## src/rtl/hps_cmd_pkg.sv

```systemverilog
// Shared constants for the HPS command queue: default geometry, control bits
// and status word layout.
package hps_cmd_pkg;
    localparam int FIELD_W_DEF    = 8;
    localparam int NUM_FIELDS_DEF = 6;
    localparam int REC_W          = (NUM_FIELDS_DEF + 1) * FIELD_W_DEF;

    localparam int CTRL_FLUSH   = 0;
    localparam int CTRL_CLR_OVF = 1;

    // Status flags sit at the top of the read word, counted down from the MSB.
    localparam int STAT_OVF_OFS   = 1;
    localparam int STAT_FULL_OFS  = 2;
    localparam int STAT_EMPTY_OFS = 3;
endpackage

```

## src/rtl/sync_fifo.sv

```systemverilog
// Single-clock FIFO with registered storage; a push into a full FIFO is
// accepted when a pop happens in the same cycle.
module sync_fifo #(
    parameter int WIDTH = 8,
    parameter int DEPTH = 16,
    localparam int CW = $clog2(DEPTH + 1),
    localparam int PW = $clog2(DEPTH)
) (
    input  logic             clk50,
    input  logic             reset,
    input  logic             flush,
    input  logic             push,
    input  logic             pop,
    input  logic [WIDTH-1:0] wdata,
    output logic [WIDTH-1:0] rdata,
    output logic [CW-1:0]    count,
    output logic             full,
    output logic             empty
);
    logic [WIDTH-1:0] mem [DEPTH];
    logic [PW-1:0]    wr_ptr;
    logic [PW-1:0]    rd_ptr;
    logic             do_push;
    logic             do_pop;

    assign full    = (count == CW'(DEPTH));
    assign empty   = (count == '0);
    assign do_pop  = pop && !empty;
    assign do_push = push && (!full || do_pop);
    assign rdata   = mem[rd_ptr];

    always_ff @(posedge clk50) begin
        if (do_push && !reset && !flush) begin
            mem[wr_ptr] <= wdata;
        end
    end

    // Pointers wrap naturally because DEPTH is a power of two.
    always_ff @(posedge clk50) begin
        if (reset || flush) begin
            wr_ptr <= '0;
            rd_ptr <= '0;
            count  <= '0;
        end else begin
            if (do_push) wr_ptr <= wr_ptr + 1'b1;
            if (do_pop)  rd_ptr <= rd_ptr + 1'b1;
            case ({do_push, do_pop})
                2'b10:   count <= count + 1'b1;
                2'b01:   count <= count - 1'b1;
                default: count <= count;
            endcase
        end
    end
endmodule

```

## src/rtl/hps_cmd_queue.sv

```systemverilog
// HPS register front end: staging fields, atomic commit into a record FIFO,
// flush/overflow control and a registered status readback.
module hps_cmd_queue
    import hps_cmd_pkg::*;
#(
    parameter int NUM_FIELDS  = NUM_FIELDS_DEF,
    parameter int FIELD_W     = FIELD_W_DEF,
    parameter int ADDR_W      = 3,
    parameter int DEPTH       = 16,
    parameter int COMMIT_ADDR = NUM_FIELDS,
    parameter int CTRL_ADDR   = NUM_FIELDS + 1,
    localparam int CW   = $clog2(DEPTH + 1),
    localparam int REC  = (NUM_FIELDS + 1) * FIELD_W
) (
    input  logic               clk50,
    input  logic               reset,
    input  logic               hps_chipselect,
    input  logic               hps_write,
    input  logic               hps_read,
    input  logic [ADDR_W-1:0]  hps_address,
    input  logic [FIELD_W-1:0] hps_writedata,
    output logic [FIELD_W-1:0] hps_readdata,
    // Record handshake: a record transfers on every edge where out_valid and
    // out_ready are both high; out_data is stable while out_valid waits.
    output logic               out_valid,
    input  logic               out_ready,
    output logic [REC-1:0]     out_data,
    output logic [CW-1:0]      out_count
);
    logic [FIELD_W-1:0]            fields [NUM_FIELDS];
    logic [NUM_FIELDS*FIELD_W-1:0] fields_flat;
    logic [FIELD_W-1:0]            status;
    logic                          overflow;
    logic                          wr_en;
    logic                          rd_en;
    logic                          commit;
    logic                          ctrl_wr;
    logic                          flush;
    logic                          drop;
    logic                          fifo_full;
    logic                          fifo_empty;

    assign wr_en   = hps_chipselect && hps_write;
    assign rd_en   = hps_chipselect && hps_read;
    assign commit  = wr_en && (hps_address == ADDR_W'(COMMIT_ADDR));
    assign ctrl_wr = wr_en && (hps_address == ADDR_W'(CTRL_ADDR));
    assign flush   = ctrl_wr && hps_writedata[CTRL_FLUSH];
    assign drop    = commit && fifo_full && !out_ready;

    always_comb begin
        fields_flat = '0;
        for (int i = 0; i < NUM_FIELDS; i++) begin
            fields_flat[i*FIELD_W +: FIELD_W] = fields[i];
        end
    end

    always_comb begin
        status                           = '0;
        status[FIELD_W-STAT_OVF_OFS]     = overflow;
        status[FIELD_W-STAT_FULL_OFS]    = fifo_full;
        status[FIELD_W-STAT_EMPTY_OFS]   = fifo_empty;
        status[CW-1:0]                   = out_count;
    end

    always_ff @(posedge clk50) begin
        if (reset) begin
            for (int i = 0; i < NUM_FIELDS; i++) fields[i] <= '0;
            overflow     <= 1'b0;
            hps_readdata <= '0;
        end else begin
            for (int i = 0; i < NUM_FIELDS; i++) begin
                if (wr_en && hps_address == ADDR_W'(i)) fields[i] <= hps_writedata;
            end
            if (drop) begin
                overflow <= 1'b1;
            end else if (ctrl_wr && hps_writedata[CTRL_CLR_OVF]) begin
                overflow <= 1'b0;
            end
            if (rd_en) hps_readdata <= status;
        end
    end

    sync_fifo #(
        .WIDTH (REC),
        .DEPTH (DEPTH)
    ) u_fifo (
        .clk50 (clk50),
        .reset (reset),
        .flush (flush),
        .push  (commit),
        .pop   (out_ready),
        .wdata ({hps_writedata, fields_flat}),
        .rdata (out_data),
        .count (out_count),
        .full  (fifo_full),
        .empty (fifo_empty)
    );

    assign out_valid = !fifo_empty;
endmodule

```

## config.mk

```make
export PLATFORM = sky130hd
export DESIGN_NAME = hps_cmd_queue
export DESIGN_NICKNAME = d
export VERILOG_FILES = /design/src/rtl/hps_cmd_pkg.sv /design/src/rtl/sync_fifo.sv /design/src/rtl/hps_cmd_queue.sv
export SDC_FILE = /design/constraint.sdc
export NUM_CORES = 1
export LEC_CHECK = 0
export ABC_CLOCK_PERIOD_IN_PS = 6000
export CAP_MARGIN = 10
export CORE_AREA = 4 4 291 293
export CTS_BUF_LIST = sky130_fd_sc_hd__clkbuf_4 sky130_fd_sc_hd__clkbuf_8
export CTS_CLUSTER_DIAMETER = 120
export DETAILED_ROUTE_END_ITERATION = 8
export DIE_AREA = 0 0 295 297
export SETUP_SLACK_MARGIN = 0.3
export SLEW_MARGIN = 20
export SYNTH_ARGS = -nofsm -noshare
export SYNTH_HDL_FRONTEND = slang
export SYNTH_HIERARCHICAL = 1
export SYNTH_SLANG_ARGS = --single-unit
```

## constraint.sdc

```tcl
create_clock -name clk50 -period 6 [get_ports clk50]
set_input_delay 0.6 -clock clk50 [delete_from_list [all_inputs] [get_ports clk50]]
set_output_delay 0.6 -clock clk50 [all_outputs]
set_load 0.02 [all_outputs]
```

# After elaboration in Yosys (flattened, before gate mapping)
# Memory sizes are Yosys's and may differ from the RTL's. A register that Yosys moved wholly into a read port is not among the register bits.
# Index checks and enable logic that the tools add are counted.
# word_totals
regBits	22
ram_bits	944
out_inout_bits	70
n_memories	2
# op_classes
addsub	4
n_eq_ne	10
muxes	33
n_bitwise	6
n_reduce_logical	29
# memory_table
memory	depth	word_bits	read_ports	rd_clocked_by_memory_dff	write_ports	line	source
u_fifo.mem	16	56	1	1	1	sync_fifo.sv:20	logic [WIDTH-1:0] mem [DEPTH];
fields	6	8	6	0	6	hps_cmd_queue.sv:30	logic [FIELD_W-1:0] fields [NUM_FIELDS];
# op_table
operator	count
two-way mux 8 bit	6
two-way mux 1 bit	24
logical AND 1 bit	18
== test 3 bit (second input constant)	4
one-hot mux 5 bit (2 select lines)	1
adder 4 x 1 -> 4 bit (second input constant)	2
two-way mux 4 bit	2
== test 3 x 2 -> 1 bit (second input constant)	2
bitwise OR 1 bit	6
adder 5 x 1 -> 5 bit (second input constant)	1
== test 5 bit (second input constant)	1
logical NOT 1 bit	5
logical NOT 5 bit	1
subtractor 5 x 1 -> 5 bit (second input constant)	1
nonzero test 2 bit	2
== test 3 x 1 -> 1 bit (second input constant)	1
logical NOT 3 bit	1
== test 2 x 1 -> 1 bit (second input constant)	1
== test 2 bit (second input constant)	1
logical OR 1 bit	2

# Depth between registers and ports, before layout
# depth
word_depth	9
ltp_mapped	12

# Modules after synthesis
# The synthesis kept the hierarchy.
# modules_own_cells
module	instances	cells_per_inst	area_per_inst_um2	seq_area_each_um2
sync_fifo	1	1499	34463.1	27246.1
hps_cmd_queue	1	162	2228.4	1621.6

# Least setup slack after synthesis
# OpenSTA, ideal clock, no wires.
# synth_path
path_type	in2reg
startpoint	input hps_address[1]
endpoint	memory u_fifo/mem[0][0] (netlist name), enable pin
setup_ns	0.470
arrival_time_ns	4.061
required_time_ns	5.530
setup_slack_ns	1.468
path_stages	7
path_buffers	2
cell_sequence	buf_2 > nand3_1 > nor2_1 > or2_2 > clkbuf_1 > or3_1 > nor2_1
# synth_between
elab_chain_len	7
# synth_rtl
element	line	source
start, declared	hps_cmd_queue.sv:20	input logic [ADDR_W-1:0] hps_address,
== test 3 bit	hps_cmd_queue.sv:46	assign ctrl_wr = wr_en && (hps_address == ADDR_W'(CTRL_ADDR));
logical AND 1 bit	hps_cmd_queue.sv:46	
logical AND 1 bit	hps_cmd_queue.sv:47	assign flush = ctrl_wr && hps_writedata[CTRL_FLUSH];
named net flush	hps_cmd_queue.sv:38	logic flush;
logical NOT 1 bit	sync_fifo.sv:33	if (do_push && !reset && !flush) begin
logical AND 1 bit	sync_fifo.sv:33	
two-way mux 1 bit	sync_fifo.sv:33	
two-way mux 1 bit (not written as such)	sync_fifo.sv:34	mem[wr_ptr] <= wdata;
end, declared	sync_fifo.sv:20	
# The timed path passes the listed nets, and every way through them passes these cells.

==> results.toml <==
[status]
status = "complete, no violations"

[yosys]
synthArstFlopShare_pct = 0
syn_avg_cell_area_sq_um = 22.1
syn_area_sq_um = 36700
yosysSeqAreaShare_pct = 78.7
yosysUniqueCellTypes = 52
synth_edf_count = 944
yosysTopAreaCellShare_pct = 77.3
synth_most_common_cell = "edfxtp_1"
ys.flop_type = "edfxtp_1"
ys_seq_elements = 970
yosys_warnings = 6
syn_nets = 1687
netlist_top_cells_count = "edfxtp_1 (944), mux4_2 (224), a22oi_1 (112), nand2_1 (72), and2_1 (49)"
synth_area_leaders = "edfxtp_1 (77%), mux4_2 (14%), a22oi_1 (2.3%)"
yosys.area.top_type = "edfxtp_1"
syn_inst = 1661

[cts]
clock_latency_ps = 780
clock-sinks = 970
ctsResizeCount = 0
cts_hold_buf = 0
cts_tree = "yes"
post_cts_buffers = 0
clockBufferDepth = 3
path_clk_slew_ps = 60
root_buffer = "clkbuf_8"
numCtsBuffers = 154
h-tree-depth = 4

[drt]
wl_per_cell_um = 27.0
routed_wl_um = 82100
dr.pass1.iters = 7
ant_nets = 0
drc_errors = 0
viasPerCell = 5.73
drt-initial-drc-count = 1501
vias = 17400

[global_routing]
grt_pass1_vias = 18600
grt_pass1_wl_um = 122000
grt_overflow = 0
track_usage_pct = 19.0
grt_max_degree = 69
grt_antenna_before_repair = 6

[timing]
rsz0062_at_grt = "false"
setup_ws_ps = 1540
timing.final.crit_share_pct = 74.4
tightest_slew_ps = 1140
setup_viol_count_final = 0
setup_tns_ps = 0
finalHoldViolCount = 0
slew_viol_final = 0
clock_skew_ps = 32.5
maxSlewHeadroom_pct = 24.1
clock.fmax_ghz = 0.224
layout_min_cycle_time_ps = 4460

[final_layout]
final_cells = 3044
drive_gt1_share_pct = 27.2
layout.nets = 1886
nFillCells = 6369
syn_to_final_growth_pct = 14.6

[critical_path]
critPathKind = "register to output pin"
required_ps = 5400
end_kind = "output pin"
worstSetupStartpointType = "register"
crit_arrival_ps = 3860
worstPathMaxFanout = 68

[die]
core_sq_um = 81800
die_w_um = 295
dieArea_sq_um = 87600
placementRows = 105
ioPinCount = 87
floorplan.initialDensity_pct = 44.8
die_h_um = 297

[run]
cap_viol_max_count = 0

[power]
power.density_nw_per_um2 = 354
leakage_nw = 13.0
peakVddDrop_mv = 0.207

[placed_design]
dp_hpwl_um = 44800
portBuffers = 86
gp_congestion = 0.765
placedCellCount = 2774
preCtsSetupSlack_ps = 1900

[min_path]
worstHoldPathType = "primary input to register"
[cell usage in the layout, fill, tap and decap left out, types with 3 or more instances in the layout]
cell type,n
and2_1,48
o31ai_1,5
a22oi_1,112
clkinv_1,34
clkinv_2,11
inv_8,4
nor2_1,23
mux4_2,224
xor2_1,4
clkinvlp_4,5
o21ai_0,6
edfxtp_1,944
nand4_1,3
nand2_1,72
nor2_4,17
nand3_1,16
a21oi_1,11
clkdlybuf4s50_1,84
dfxtp_1,24
bufinv_16,3
ha_1,8
clkbuf_4,51
mux2i_1,3
nor3_1,4
clkbuf_8,158
buf_12,14
nor2b_1,3
inv_1,8
nand2b_1,3
buf_4,26
[cells by family after synthesis]
logic type / count (synthesis) / synth area share [%]
adders and majority gates: 9 / 0.327
muxes: 228 / 13.9
AOI/OAI and AO/OA: 147 / 2.96
buffers and inverters: 92 / 1.18
DFF: 970 / 78.7
and+or+nand+nor: 210 / 2.88
xor gates and xnor gates: 5 / 0.119
[worst paths after layout]
kind | slack (ps) | depth (start not counted) | from | endpoint
worst max-delay path | 1540 | 5 | register | out_data[16]
worst min-delay path | 390 | 1 | hps_writedata[4] | u_fifo/mem[5][52]$_DFFE_PP_
worst max register to register | 3090 | 5 | u_fifo/count[1]$_SDFFE_PP0P_ | u_fifo/mem[6][29]$_DFFE_PP_
worst min register to register | 470 | 2 | hps_readdata[0]$_SDFFE_PP0P_ | hps_readdata[0]$_SDFFE_PP0P_
[layer usage]
| layer | up-vias | GRT usage (%) | share of wire (%) |
|---|---|---|---|
| met3 | 110 | 4.91 | 7.6 |
| met5 | - | 0 | 0 |
| met2 | 658 | 29.9 | 48 |
| li1 | 7390 | - | - |
| met4 | 0 | 5.54 | 2.1 |
| met1 | 9272 | 26.7 | 42 |
[flip-flops by register name, indices dropped and copies added (netlist names), named ones only]
| signal | flops |
|---|---|
| u_fifo/count | 5 |
| overflow | 1 |
| u_fifo/rd_ptr | 4 |
| hps_readdata | 8 |
| fields | 48 |
| u_fifo/wr_ptr | 4 |
| u_fifo/mem | 896 |
[stage by stage]
step	hold WS (ps)	power [mW]	util [%]	instance area [sq um]
3_3_place_gp	454	9.70	47.8	39100
6_report	389	14.9	51.4	42100
5_1_grt	320	15.5	51.4	42100
4_1_cts	470	15.1	51.4	42100
2_1_floorplan	440	9.11	-	36700
3_5_place_dp	453	9.72	47.8	39100
[report_power, final]
group	leakage [nW]	switching [mW]	internal [mW]
Combinational	2.71	0.897	0.956
Clock	1.55	2.46	2.89
Sequential	8.73	0.191	7.49
Total	13.0	3.55	11.3
[worst max-delay path, stage by stage, from the launching register on]
cell	delay, ps
dfxtp_4	790
buf_12	480
mux4_2	590
a22oi_1	430
nand2_1	120
clkdlybuf4s50_1	570
[area by class of cell]
cell class                 count  area (sq um)  share of cell area, %
tap                         1070          1340                   3.18
timing repair buffer         126          1330                   3.15
clock buffer                 209          2560                   6.08
clock inverter                59           380                  0.904
sequential                   970         28900                   68.7
multi-input combinational    599          7540                   17.9
inverter                       9          33.8                 0.0803
antenna                        2          5.00                 0.0119
Note: power is estimated with default switching activity, not from simulation.
